===== src/rtl/aska_spi_cfg_slave.sv =====
// aska_spi_cfg_slave: oversampled SPI (mode 0) slave that receives 8-bit address + DATA_W-bit
// data frames, writes the four ASKA configuration registers and optionally reads one back on MISO.
`default_nettype none

module aska_spi_cfg_slave #(
    parameter int DATA_W      = 32,
    parameter int SYNC_STAGES = 2
) (
    input  logic              clk,
    input  logic              resetn,
    input  logic              SPI_Clk,
    input  logic              SPI_MOSI,
    input  logic              SPI_CS,
    output logic              SPI_MISO,
    output logic [DATA_W-1:0] conf0,
    output logic [DATA_W-1:0] conf1,
    output logic [DATA_W-1:0] ele1,
    output logic [DATA_W-1:0] ele2,
    output logic              cfg_update,
    output logic [1:0]        cfg_addr,
    output logic              frame_err
);

    localparam logic [5:0] FRAME_LEN = 6'(8 + DATA_W);
    localparam logic [5:0] CNT_MAX   = FRAME_LEN + 6'd1;

    typedef enum logic [1:0] {
        IDLE   = 2'd0,
        ADDR   = 2'd1,
        DATA   = 2'd2,
        COMMIT = 2'd3
    } state_t;

    logic [SYNC_STAGES-1:0] sclk_sync;
    logic [SYNC_STAGES-1:0] mosi_sync;
    logic [SYNC_STAGES-1:0] cs_sync;
    logic                   sclk_d;
    logic                   cs_d;

    // CS synchronizer resets low so that a CS already low at reset release never looks like a fall.
    always_ff @(posedge clk or negedge resetn) begin
        if (!resetn) begin
            sclk_sync <= '0;
            mosi_sync <= '0;
            cs_sync   <= '0;
            sclk_d    <= 1'b0;
            cs_d      <= 1'b0;
        end else begin
            sclk_sync <= {sclk_sync[SYNC_STAGES-2:0], SPI_Clk};
            mosi_sync <= {mosi_sync[SYNC_STAGES-2:0], SPI_MOSI};
            cs_sync   <= {cs_sync[SYNC_STAGES-2:0], SPI_CS};
            sclk_d    <= sclk_sync[SYNC_STAGES-1];
            cs_d      <= cs_sync[SYNC_STAGES-1];
        end
    end

    logic sclk_s, mosi_s, cs_s;
    logic sclk_rise, sclk_fall, cs_rise, cs_fall;

    assign sclk_s    = sclk_sync[SYNC_STAGES-1];
    assign mosi_s    = mosi_sync[SYNC_STAGES-1];
    assign cs_s      = cs_sync[SYNC_STAGES-1];
    assign sclk_rise = sclk_s & ~sclk_d;
    assign sclk_fall = ~sclk_s & sclk_d;
    assign cs_rise   = cs_s & ~cs_d;
    assign cs_fall   = ~cs_s & cs_d;

    state_t            state;
    logic [5:0]        bit_cnt;
    logic [DATA_W-1:0] shift_in;
    logic [7:0]        addr_q;
    logic [DATA_W-1:0] rd_shift;
    logic              rd_en;

    logic [7:0]        addr_next;
    logic [DATA_W-1:0] rd_sel;
    logic              addr_next_rd;
    logic              frame_ok;

    assign addr_next    = {shift_in[6:0], mosi_s};
    assign addr_next_rd = addr_next[7] && (addr_next[6:2] == 5'd0);
    assign frame_ok     = (bit_cnt == FRAME_LEN) && (addr_q[6:2] == 5'd0);

    always_comb begin
        rd_sel = conf0;
        case (addr_next[1:0])
            2'd0:    rd_sel = conf0;
            2'd1:    rd_sel = conf1;
            2'd2:    rd_sel = ele1;
            default: rd_sel = ele2;
        endcase
    end

    always_ff @(posedge clk or negedge resetn) begin
        if (!resetn) begin
            state      <= IDLE;
            bit_cnt    <= 6'd0;
            shift_in   <= '0;
            addr_q     <= 8'd0;
            rd_shift   <= '0;
            rd_en      <= 1'b0;
            SPI_MISO   <= 1'b0;
            conf0      <= '0;
            conf1      <= '0;
            ele1       <= '0;
            ele2       <= '0;
            cfg_update <= 1'b0;
            cfg_addr   <= 2'd0;
            frame_err  <= 1'b0;
        end else begin
            cfg_update <= 1'b0;
            frame_err  <= 1'b0;
            case (state)
                IDLE: begin
                    if (cs_fall) begin
                        state   <= ADDR;
                        bit_cnt <= 6'd0;
                    end
                end
                ADDR: begin
                    if (cs_rise) begin
                        state <= COMMIT;
                    end else if (sclk_rise) begin
                        shift_in <= {shift_in[DATA_W-2:0], mosi_s};
                        bit_cnt  <= bit_cnt + 6'd1;
                        if (bit_cnt == 6'd7) begin
                            addr_q <= addr_next;
                            state  <= DATA;
                            if (addr_next_rd) begin
                                rd_shift <= rd_sel;
                                SPI_MISO <= rd_sel[DATA_W-1];
                                rd_en    <= 1'b1;
                            end
                        end
                    end
                end
                DATA: begin
                    if (cs_rise) begin
                        state <= COMMIT;
                    end else begin
                        if (sclk_rise) begin
                            shift_in <= {shift_in[DATA_W-2:0], mosi_s};
                            if (bit_cnt != CNT_MAX)
                                bit_cnt <= bit_cnt + 6'd1;
                        end
                        // The fall right after the 8th rise must keep the MSB on MISO for the 9th rise.
                        if (sclk_fall && rd_en && (bit_cnt >= 6'd9)) begin
                            rd_shift <= {rd_shift[DATA_W-2:0], 1'b0};
                            SPI_MISO <= rd_shift[DATA_W-2];
                        end
                    end
                end
                default: begin
                    SPI_MISO <= 1'b0;
                    rd_en    <= 1'b0;
                    bit_cnt  <= 6'd0;
                    if (frame_ok && !addr_q[7]) begin
                        cfg_update <= 1'b1;
                        cfg_addr   <= addr_q[1:0];
                        case (addr_q[1:0])
                            2'd0:    conf0 <= shift_in;
                            2'd1:    conf1 <= shift_in;
                            2'd2:    ele1  <= shift_in;
                            default: ele2  <= shift_in;
                        endcase
                    end else if (!frame_ok) begin
                        frame_err <= 1'b1;
                    end
                    state <= cs_fall ? ADDR : IDLE;
                end
            endcase
        end
    end

endmodule

`default_nettype wire


===== config.mk =====
export PLATFORM = sky130hd
export DESIGN_NAME = aska_spi_cfg_slave
export DESIGN_NICKNAME = d
export VERILOG_FILES = /design/src/rtl/aska_spi_cfg_slave.sv
export SDC_FILE = /design/constraint.sdc
export NUM_CORES = 1
export LEC_CHECK = 0
export ABC_AREA = 0
export BUFFER_PORTS_ARGS = -buffer_cell sky130_fd_sc_hd__buf_2
export CAP_MARGIN = 10
export CORE_UTILIZATION = 54
export CTS_BUF_LIST = sky130_fd_sc_hd__clkbuf_4
export CTS_CLUSTER_SIZE = 12
export DETAILED_ROUTE_END_ITERATION = 8
export GPL_TIMING_DRIVEN = 0
export PLACE_DENSITY = 0.89
export SLEW_MARGIN = 20
export SYNTH_ARGS = -nofsm -noshare
export SYNTH_HDL_FRONTEND = slang
export SYNTH_SLANG_ARGS = --single-unit

===== constraint.sdc =====
create_clock -name clk -period 1.95 [get_ports clk]
set_input_delay 0.195 -clock clk [delete_from_list [all_inputs] [get_ports clk]]
set_output_delay 0.195 -clock clk [all_outputs]
set_load 0.02 [all_outputs]

==> results of run 1 <==
## synthesized netlist by cell type, types with 2 or more instances
library cell,n,share of area [%]
mux4_2,32,7.3
nand2_1,8,0.30
nor2b_1,4,0.25
clkbuf_1,10,0.38
dfrtp_1,221,56
o22ai_1,3,0.19
buf_6,7,0.80
mux2_1,3,0.34
buf_2,13,0.66
nand3b_1,2,0.15
mux2_2,198,23
mux2i_1,2,0.20
or3_1,3,0.19
mux2_4,30,4.6
inv_1,11,0.42
nand3_1,2,0.10
and2_1,2,0.13
buf_4,3,0.23
a32o_1,2,0.20
a2111oi_0,2,0.18
nand2b_1,3,0.19
nor2_1,9,0.34
ha_1,8,1.0
a21oi_1,3,0.15
nor3b_2,2,0.25
nand4_1,2,0.13
a22oi_1,2,0.15
nor4_1,2,0.13
## cell families (layout without fill, tap and decap cells)
logic type,after synthesis,count (layout),synth area share (%)
buf+inv,44,324,2.48
compound gates,25,25,2.22
mux,265,265,35.0
simple gates,47,47,3.26
fa+ha+maj,8,8,1.01
flops,221,221,56.0
other cells,0,1,0
## critical path: stages, from the launching register on
cell and delay, ns:
dfrtp_2 0.43, inv_2 0.07, ha_1 0.19, a211o_1 0.34, a2111oi_4 0.32, buf_6 0.21, clkbuf_16 0.16, mux2_2 0.33
## path summary, 6_finish.rpt
| path | start | end | slack [ns] | cells past startpoint |
|---|---|---|---|---|
| worst min-delay path | resetn | conf0[30] | 0.05 | 2 |
| min in group clk | SPI_Clk | sclk_sync[0] | 0.21 | 2 |
| worst max register to register | bit_cnt[0] | rd_shift[13] | -0.21 | 7 |
| worst min register to register | mosi_sync[0] | mosi_sync[1] | 0.32 | 0 |
| worst max-delay path | bit_cnt[0] | rd_shift[13] | -0.21 | 7 |
| max in group asynchronous | resetn | shift_in[16] | 1.09 | 3 |
## through the flow
stage	instances	worst slack (ns)
2_1_floorplan	610	-0.0653
3_3_place_gp	976	-3.05
3_5_place_dp	978	-0.459
4_1_cts	1105	-0.194
5_1_grt	1120	-0.286
6_report	1120	-0.212
## sequential cells by signal, indices dropped and copies added, names as in the netlist
| name | count |
|---|---|
| sclk_d | 1 |
| ele2 | 32 |
| frame_err | 1 |
| addr_q | 8 |
| bit_cnt | 6 |
| mosi_sync | 2 |
| conf1 | 32 |
| ele1 | 32 |
| shift_in | 32 |
| cs_d | 1 |
| cs_sync | 2 |
| conf0 | 32 |
| rd_shift | 31 |
| sclk_sync | 2 |
| rd_en | 1 |
| SPI_MISO | 1 |
| cfg_addr | 2 |
| state | 2 |
| cfg_update | 1 |
## final cells by class
| type | count | share of cell area (%) |
|---|---|---|
| diodes | 1 | 0.0196 |
| plain buffers | 28 | 2.77 |
| clock buffers | 87 | 5.10 |
| clock inverters | 7 | 0.440 |
| inverters | 11 | 0.352 |
| multi-input cells | 345 | 35.0 |
| flip-flops and latches | 221 | 43.3 |
| well taps | 229 | 2.24 |
| repair buffers | 191 | 10.9 |
## timing repair
| action | CTS | global route |
|---|---|---|
| gates resized for setup | 136 | 46 |
| endpoints found under the setup margin | 201 | 203 |
| pin swaps | 9 | 8 |
| hold buffers | 4 | 0 |
| buffers inserted | 25 | 16 |
| hold endpoints to repair | 224 | 0 |
| gates cloned | 6 | 2 |
## metal layers
metal | vias to the layer above | global-route usage, % | part of all wire (%)
met2 | 209 | 42.4 | 50
met4 | 0 | 9.04 | 2.3
li1 | 2784 | - | -
met3 | 55 | 5.33 | 4.9
met1 | 3293 | 33.9 | 43
met5 | - | 0 | 0
## power groups by stage
stage,clock network (W),registers (W),logic [W]
after global routing,0.00430,0.00503,0.00291
final,0.00394,0.00501,0.00272
after global placement,0,0.00507,0.00196
after CTS,0.00403,0.00499,0.00235
after detailed placement,0,0.00508,0.00203
after floorplan,0,0.00502,0.00147
==> impl_metrics.env, run 1 <==
export IMPL_status="finished with violations"
export IMPL_violations="negative setup slack"
export IMPL_multi_input_area_mm2=0.00447
export IMPL_routed_wl_um=23800
export IMPL_power_w=0.0117
export IMPL_grt_first_pass_wirelength_um=36500
export IMPL_seqCellArea_mm2=0.00554
export IMPL_synth_distinct_cells=49
export IMPL_power_density_mw_per_mm2=912
export IMPL_post_route_period_util_pct=111
export IMPL_slew_headroom_pct=50.2
export IMPL_num_fill_cells=1136
export IMPL_switching_share_pct=29.7
export IMPL_layout_common_cells="dfrtp_1, buf_2, mux2_2"
export IMPL_drv_cap=0
export IMPL_gr_usage_all_layers_pct=25.7
export IMPL_antenna_found_initial=1
export IMPL_synth_seq_cells=221
export IMPL_critPathCaptureType="flop"
export IMPL_syn_area_per_cell_um2=16.2
export IMPL_dieArea_mm2=0.0188
export IMPL_tns_ns=-24.73
export IMPL_viasPerCell=5.66
export IMPL_cts_tree="yes"
export IMPL_postSynthNetCount=623
export IMPL_initial_core_util_pct=54.9
export IMPL_synth_edff_count=0
export IMPL_drt_wirelength_per_cell_um=21.3
export IMPL_final_antenna_net_count=0
export IMPL_h_tree_depth=2
export IMPL_max_freq_ghz=0.463
export IMPL_place_gp_congestion=0.832
export IMPL_clk_pin_slew_ns=0.07
export IMPL_tightest_slew_ns=0.747
export IMPL_clockRootBuffer="clkbuf_4"
export IMPL_intPower_w=0.00820
export IMPL_final_common_cell="dfrtp_1"
export IMPL_place_area_mm2=0.0109
export IMPL_synth_cells=610
export IMPL_critPathKind="reg -> reg"
export IMPL_fin_crit_ns=2.16
export IMPL_portBuffers=137
export IMPL_syn2layout_area_growth_pct=29.7
export IMPL_slew_violations=0
export IMPL_clockBufferDepth=3
export IMPL_drive_above_1_share_pct=67.5
export IMPL_placementRows=49
export IMPL_fp_dieW_um=137
export IMPL_io_pins=138
export IMPL_drc=0
export IMPL_die_h_um=137
export IMPL_grt_max_degree=99
export IMPL_synthesis_area_mm2=0.00987
export IMPL_p_seq_share_pct=42.9
export IMPL_crit_fanout=5
export IMPL_power_switching_w=0.00347
export IMPL_insertion_delay_ns=0.67
export IMPL_critPathArrivalTime_ns=2.69
export IMPL_vdd_drop_max_mv=0.499
export IMPL_final_setup_worst_slack_ns=-0.212
export IMPL_cp_required_ns=2.48
export IMPL_hold_path_class="in -> async"
export IMPL_setup_viol=160
export IMPL_clock_power_share_pct=33.7
export IMPL_synthArstFlopShare_pct=100
export IMPL_firstDrtPassIters=4
export IMPL_ys_warn_count=0
export IMPL_vias=6341
export IMPL_drt_iter0_drc=275
export IMPL_final_core_util_pct=71.3
export IMPL_hold_violations=0
export IMPL_core_area_mm2=0.0180
export IMPL_grt_overflow=0
export IMPL_grt_pass1_vias=6671
export IMPL_final_area_mm2=0.0128
export IMPL_combinationalPowerShare_pct=23.3
export IMPL_cts_buffers=57
export IMPL_finalHoldWorstSlack_ns=0.0460
export IMPL_hpwlAfterDp_um=14000
export IMPL_ys_flop_type="dfrtp_1"
export IMPL_nNetsFinal=868
export IMPL_rsz0062_at_grt="yes"
export IMPL_clock_sinks=221
export IMPL_p_leak_nw=6.66
export IMPL_fin_skew_ns=0.0383
export IMPL_synth_yosys_seq_area_share_pct=56.0
export IMPL_start_kind="flop"
(Power assumes the default switching activity.)
==> inputs of run 2 (changes only) <==
Settings changed: BUFFER_PORTS_ARGS -buffer_cell sky130_fd_sc_hd__buf_2 to -buffer_cell sky130_fd_sc_hd__buf_4, CAP_MARGIN 10 to unset, TNS_END_PERCENT set to 10.
==> run 2 against run 1 <==
Non-clock buffer count fell by 28. Highest routed layer unchanged. The run still ends with negative setup slack left. Utilization decreased by 2.1 points. Global-route usage decreased by 0.46 points. Sequential share of layout area up 1.3 points. Via count is 2.0% lower.
==> impl_metrics.env, run 2 (synthesis gave the netlist of run 1 again) <==
export IMPL_slew_violations=0
export IMPL_rsz0062_at_grt="yes"
export IMPL_fin_skew_ns=0.0338
export IMPL_io_pins=138
export IMPL_drt_iter0_drc=315
export IMPL_cts_buffers=55
export IMPL_placementRows=49
export IMPL_crit_fanout=10
export IMPL_firstDrtPassIters=4
export IMPL_vdd_drop_max_mv=0.640
export IMPL_slew_headroom_pct=47.9
export IMPL_final_setup_worst_slack_ns=-0.285
export IMPL_nNetsFinal=838
export IMPL_layout_common_cells="dfrtp_1, mux2_2, buf_4"
export IMPL_power_w=0.0115
export IMPL_antenna_found_initial=1
export IMPL_hold_path_class="in -> async"
export IMPL_grt_max_degree=91
export IMPL_finalHoldWorstSlack_ns=0.0295
export IMPL_start_kind="flop"
export IMPL_drt_wirelength_per_cell_um=20.8
export IMPL_final_antenna_net_count=0
export IMPL_num_fill_cells=1178
export IMPL_power_switching_w=0.00340
export IMPL_critPathKind="reg -> reg"
export IMPL_violations="negative setup slack"
export IMPL_h_tree_depth=2
export IMPL_clockRootBuffer="clkbuf_4"
export IMPL_critPathSlowestCell="dfrtp_1"
export IMPL_crit_family="simple AND/OR/NAND/NOR gates"
export IMPL_tightest_slew_ns=0.782
export IMPL_drive_above_1_share_pct=64.4
export IMPL_status="finished with violations"
export IMPL_slowest_delay_ns=0.40
export IMPL_dp_worst_setup_slack_ns=-0.427
export IMPL_die_h_um=137
export IMPL_grt_first_pass_wirelength_um=35900
export IMPL_critPathCaptureType="flop"
export IMPL_cp_required_ns=2.46
export IMPL_hold_violations=0
export IMPL_p_seq_share_pct=43.4
export IMPL_setup_viol=192
export IMPL_initial_core_util_pct=54.9
export IMPL_cp_cell_sequence="ha_2 -> nor2b_4 -> nand4_4 -> or3_4 -> buf_6 -> buf_8 -> mux2_4"
export IMPL_cts_tree="yes"
export IMPL_multi_input_area_mm2=0.00417
export IMPL_viasPerCell=5.69
export IMPL_clock_power_share_pct=36.0
export IMPL_combinationalPowerShare_pct=20.7
export IMPL_clk_pin_slew_ns=0.08
export IMPL_final_common_cell="dfrtp_1"
export IMPL_post_route_period_util_pct=115
export IMPL_clock_sinks=221
export IMPL_fp_dieW_um=137
export IMPL_intPower_w=0.00812
export IMPL_fin_crit_ns=2.24
export IMPL_power_density_mw_per_mm2=928
export IMPL_place_gp_congestion=0.818
export IMPL_vias=6217
export IMPL_dieArea_mm2=0.0188
export IMPL_grt_overflow=0
export IMPL_gr_usage_all_layers_pct=25.3
export IMPL_clockBufferDepth=3
export IMPL_drc=0
export IMPL_max_freq_ghz=0.447
export IMPL_cp_num_buf_inv=2
export IMPL_portBuffers=137
export IMPL_grt_pass1_vias=6667
export IMPL_insertion_delay_ns=0.65
export IMPL_drv_cap=0
export IMPL_seqCellArea_mm2=0.00554
export IMPL_critPathArrivalTime_ns=2.74
export IMPL_switching_share_pct=29.5
export IMPL_routed_wl_um=22800
export IMPL_p_leak_nw=6.38
export IMPL_hpwlAfterDp_um=14600
export IMPL_core_area_mm2=0.0180
export IMPL_syn2layout_area_growth_pct=25.8
[run 2: power by group through the flow]
stage | sequential [W] | combinational, W | clock (W)
CTS | 0.00498 | 0.00225 | 0.00423
global placement | 0.00506 | 0.00192 | 0
floorplan | 0.00502 | 0.00146 | 0
global route | 0.00501 | 0.00255 | 0.00449
detailed placement | 0.00508 | 0.00204 | 0
finish | 0.00500 | 0.00238 | 0.00415
[run 2: metal layers]
| metal | up-vias | part of all wire [%] | wire, um | GRT usage, % |
|---|---|---|---|---|
| met5 | - | 0 | 0 | 0 |
| met2 | 212 | 51 | 11600 | 42.3 |
| met4 | 0 | 1.3 | 303 | 8.79 |
| met3 | 27 | 6.9 | 1560 | 5.11 |
| met1 | 3247 | 41 | 9270 | 32.9 |
| li1 | 2731 | - | - | - |
[run 2: final cells by class]
class	instances	area share [%]
clock buffer	73	4.41
clock inverter	21	1.55
sequential	221	44.6
antenna	1	0.0202
inverter	11	0.333
multi-input combinational	345	33.6
tap	229	2.31
buffer	32	2.90
timing repair buffer	159	10.3
[run 2: worst paths after layout]
kind / startpoint / end / slack, ns / cells past startpoint
setup / recovery: state[0] / conf0[12] / -0.29 / 7
min in group clk: SPI_Clk / sclk_sync[0] / 0.21 / 2
hold reg to reg: sclk_sync[0] / sclk_sync[1] / 0.34 / 0
hold / removal: resetn / bit_cnt[2] / 0.03 / 2
setup reg to reg: state[0] / conf0[12] / -0.29 / 7
max in group asynchronous: resetn / shift_in[11] / 0.71 / 4
[run 2: what timing repair did]
item	CTS	global route
hold buffers	4	0
setup buffers	14	1
gates cloned	1	0
hold endpoints to repair	134	0
pin swaps	5	1
endpoints found under the setup margin	207	204
resized for setup	62	12
[run 2: through the flow]
stage,instances,util (%),TNS (ns),area [um^2]
after global placement,976,62.3,-224.21,11200
after detailed placement,978,62.7,-65.39,11300
after floorplan,610,-,-2.56,9880
final,1092,69.1,-34.14,12400
after CTS,1090,68.8,-24.98,12400
after global routing,1092,69.1,-51.50,12400
==> inputs of run 3 (changes only) <==
Settings changed: MAX_ROUTING_LAYER set to met4.
==> run 3 against run 2 <==
The flow still finishes with violations (negative setup slack). Worst setup slack improved by 0.048 ns. Sequential power is essentially flat. Clock skew fell by 0.0037 ns. Routed wire length shrank 2.2%. Utilization up 0.29 points. Cell count rose by 0.64%. Clock power down 8.2%. Combinational power shrank 3%. Non-clock buffer count rose by 1. Maximum frequency grew 2.2%. Cell area rose by 0.41%. Worst hold slack improved by 0.15 ns. Critical path type unchanged. Largest cell class unchanged. Highest routed layer unchanged.
==> impl_metrics.env, run 3 (synthesis gave the netlist of run 1 again) <==
export IMPL_nNetsFinal=839
export IMPL_finalHoldWorstSlack_ns=0.176
export IMPL_cp_cell_sequence="inv_2 -> ha_2 -> nor4_1 -> a211o_1 -> a2111oi_4 -> buf_6 -> buf_6 -> mux2_2"
export IMPL_p_leak_nw=6.37
export IMPL_layout_common_cells="dfrtp_1, mux2_2, buf_4"
export IMPL_fin_crit_ns=2.19
export IMPL_antenna_found_initial=0
export IMPL_initial_core_util_pct=54.9
export IMPL_hold_path_class="in -> async"
export IMPL_placementRows=49
export IMPL_critPathArrivalTime_ns=2.72
export IMPL_final_antenna_net_count=0
export IMPL_switching_share_pct=30.1
export IMPL_busiest_layer="met2"
export IMPL_drc=0
export IMPL_grt_first_pass_wirelength_um=35200
export IMPL_start_kind="flop"
export IMPL_cts_tree="yes"
export IMPL_r2r_end="rd_shift[28]"
export IMPL_grt_use_met1_pct=32.2
export IMPL_routed_wl_um=22200
export IMPL_vdd_drop_max_mv=0.563
export IMPL_power_density_mw_per_mm2=894
export IMPL_status="finished with violations"
export IMPL_firstDrtPassIters=4
export IMPL_critPathKind="reg -> reg"
export IMPL_clk_pin_slew_ns=0.07
export IMPL_cp_num_buf_inv=3
export IMPL_reg2reg_depth=8
export IMPL_clockRootBuffer="clkbuf_4"
export IMPL_final_setup_worst_slack_ns=-0.237
export IMPL_tightest_slew_ns=0.735
export IMPL_grt_use_met2_pct=40.8
export IMPL_violations="negative setup slack"
export IMPL_dieArea_mm2=0.0188
export IMPL_die_h_um=137
export IMPL_place_area_mm2=0.0113
export IMPL_p_seq_share_pct=45.1
export IMPL_rsz0062_at_grt="yes"
export IMPL_max_freq_ghz=0.457
export IMPL_cp_required_ns=2.48
export IMPL_tns_ns=-22.24
export IMPL_slew_violations=0
export IMPL_clockBufferDepth=3
export IMPL_drt_wirelength_per_cell_um=20.2
export IMPL_drt_iter0_drc=322
export IMPL_cts_buffers=55
export IMPL_worstReg2RegStart="bit_cnt[1]"
export IMPL_clock_sinks=221
export IMPL_drv_cap=0
export IMPL_hold_violations=0
export IMPL_crit_end="rd_shift[28]"
export IMPL_io_pins=138
export IMPL_intPower_w=0.00779
export IMPL_drive_above_1_share_pct=63.4
export IMPL_core_area_mm2=0.0180
export IMPL_insertion_delay_ns=0.65
export IMPL_grt_max_degree=108
export IMPL_setup_worst_path_start="bit_cnt[1]"
export IMPL_rrSetupSlack_ns=-0.24
export IMPL_power_switching_w=0.00336
export IMPL_slew_headroom_pct=51.0
export IMPL_fin_skew_ns=0.0300
export IMPL_final_core_util_pct=69.4
export IMPL_worst_path_stages=8
export IMPL_power_w=0.0112
export IMPL_critPathCaptureType="flop"
export IMPL_crit_family="compound AO/OA/AOI/OAI gates"
export IMPL_antenna_cells=0
export IMPL_critPathMostFrequentCell="buf_6"
export IMPL_grt_pass1_vias=6592
export IMPL_num_fill_cells=1178
export IMPL_viasPerCell=5.63
export IMPL_setup_viol=164
export IMPL_final_common_cell="dfrtp_1"
export IMPL_fp_dieW_um=137
export IMPL_h_tree_depth=2
export IMPL_portBuffers=137
export IMPL_syn2layout_area_growth_pct=26.3
export IMPL_combinationalPowerShare_pct=20.8
export IMPL_post_route_period_util_pct=112
export IMPL_critPathSlowestCell="dfrtp_1"
export IMPL_grt_use_met3_pct=5.26
export IMPL_clock_power_share_pct=34.1
export IMPL_crit_fanout=10
export IMPL_hpwlAfterDp_um=14500
export IMPL_gr_usage_all_layers_pct=25.2
export IMPL_grt_overflow=0
export IMPL_place_gp_congestion=0.846
export IMPL_final_area_mm2=0.0125
export IMPL_slowest_delay_ns=0.39
export IMPL_vias=6192
[run 3: power by group through the flow]
stage               combinational, W  sequential (W)  clock (W)
finish                       0.00232         0.00503    0.00381
CTS                          0.00227         0.00502    0.00390
global placement             0.00195         0.00506          0
detailed placement           0.00202         0.00508          0
floorplan                    0.00146         0.00502          0
global route                 0.00251         0.00505    0.00415
[run 3: worst min-delay path: stages]
cell           delay (ns)
dlygate4sd3_1        0.56
buf_8                0.14
buf_16               0.33
[run 3: cell type report]
class                      count  area [um^2]  area share, %
tap                          229          287           2.30
inverter                      11         41.3          0.331
timing repair buffer         161         1280           10.3
clock buffer                  77          578           4.64
multi-input combinational    345         4290           34.4
sequential                   221         5530           44.4
buffer                        31          340           2.73
clock inverter                24          123          0.984
[run 3: stage by stage]
step           std cells  worst slack (ns)
2_1_floorplan        610           -0.0653
3_3_place_gp         976            -0.771
3_5_place_dp         978            -0.438
4_1_cts             1096            -0.200
5_1_grt             1099            -0.320
6_report            1099            -0.237
[run 3: metal layers]
metal  vias to the layer above  share of wire [%]
li1                       2730                  -
met1                      3235                 43
met2                       189                 51
met3                        38                5.1
met4                         0                1.6
met5                         -                  0
[run 3: how the worst min path moves through the flow]
| stage | depth (start not counted) | endpoint | slack [ns] | startpoint |
|---|---|---|---|---|
| 2_1_floorplan | 0 | SPI_MISO | -0.10 | resetn |
| 3_3_place_gp | 1 | cs_sync[0] | 0.31 | SPI_CS |
| 3_5_place_dp | 1 | bit_cnt[3] | 0.06 | resetn |
| 4_1_cts | 2 | mosi_sync[0] | 0.15 | SPI_MOSI |
| 5_1_grt | 2 | mosi_sync[0] | 0.15 | SPI_MOSI |
| 6_report | 3 | bit_cnt[1] | 0.18 | resetn |
[run 3: what timing repair did]
action,CTS,global route
resized for setup,62,35
setup buffers,12,4
setup endpoints to repair,205,187
pin swaps,8,2
cloned,1,0
endpoints found under the hold margin,224,0
hold buffers,5,0
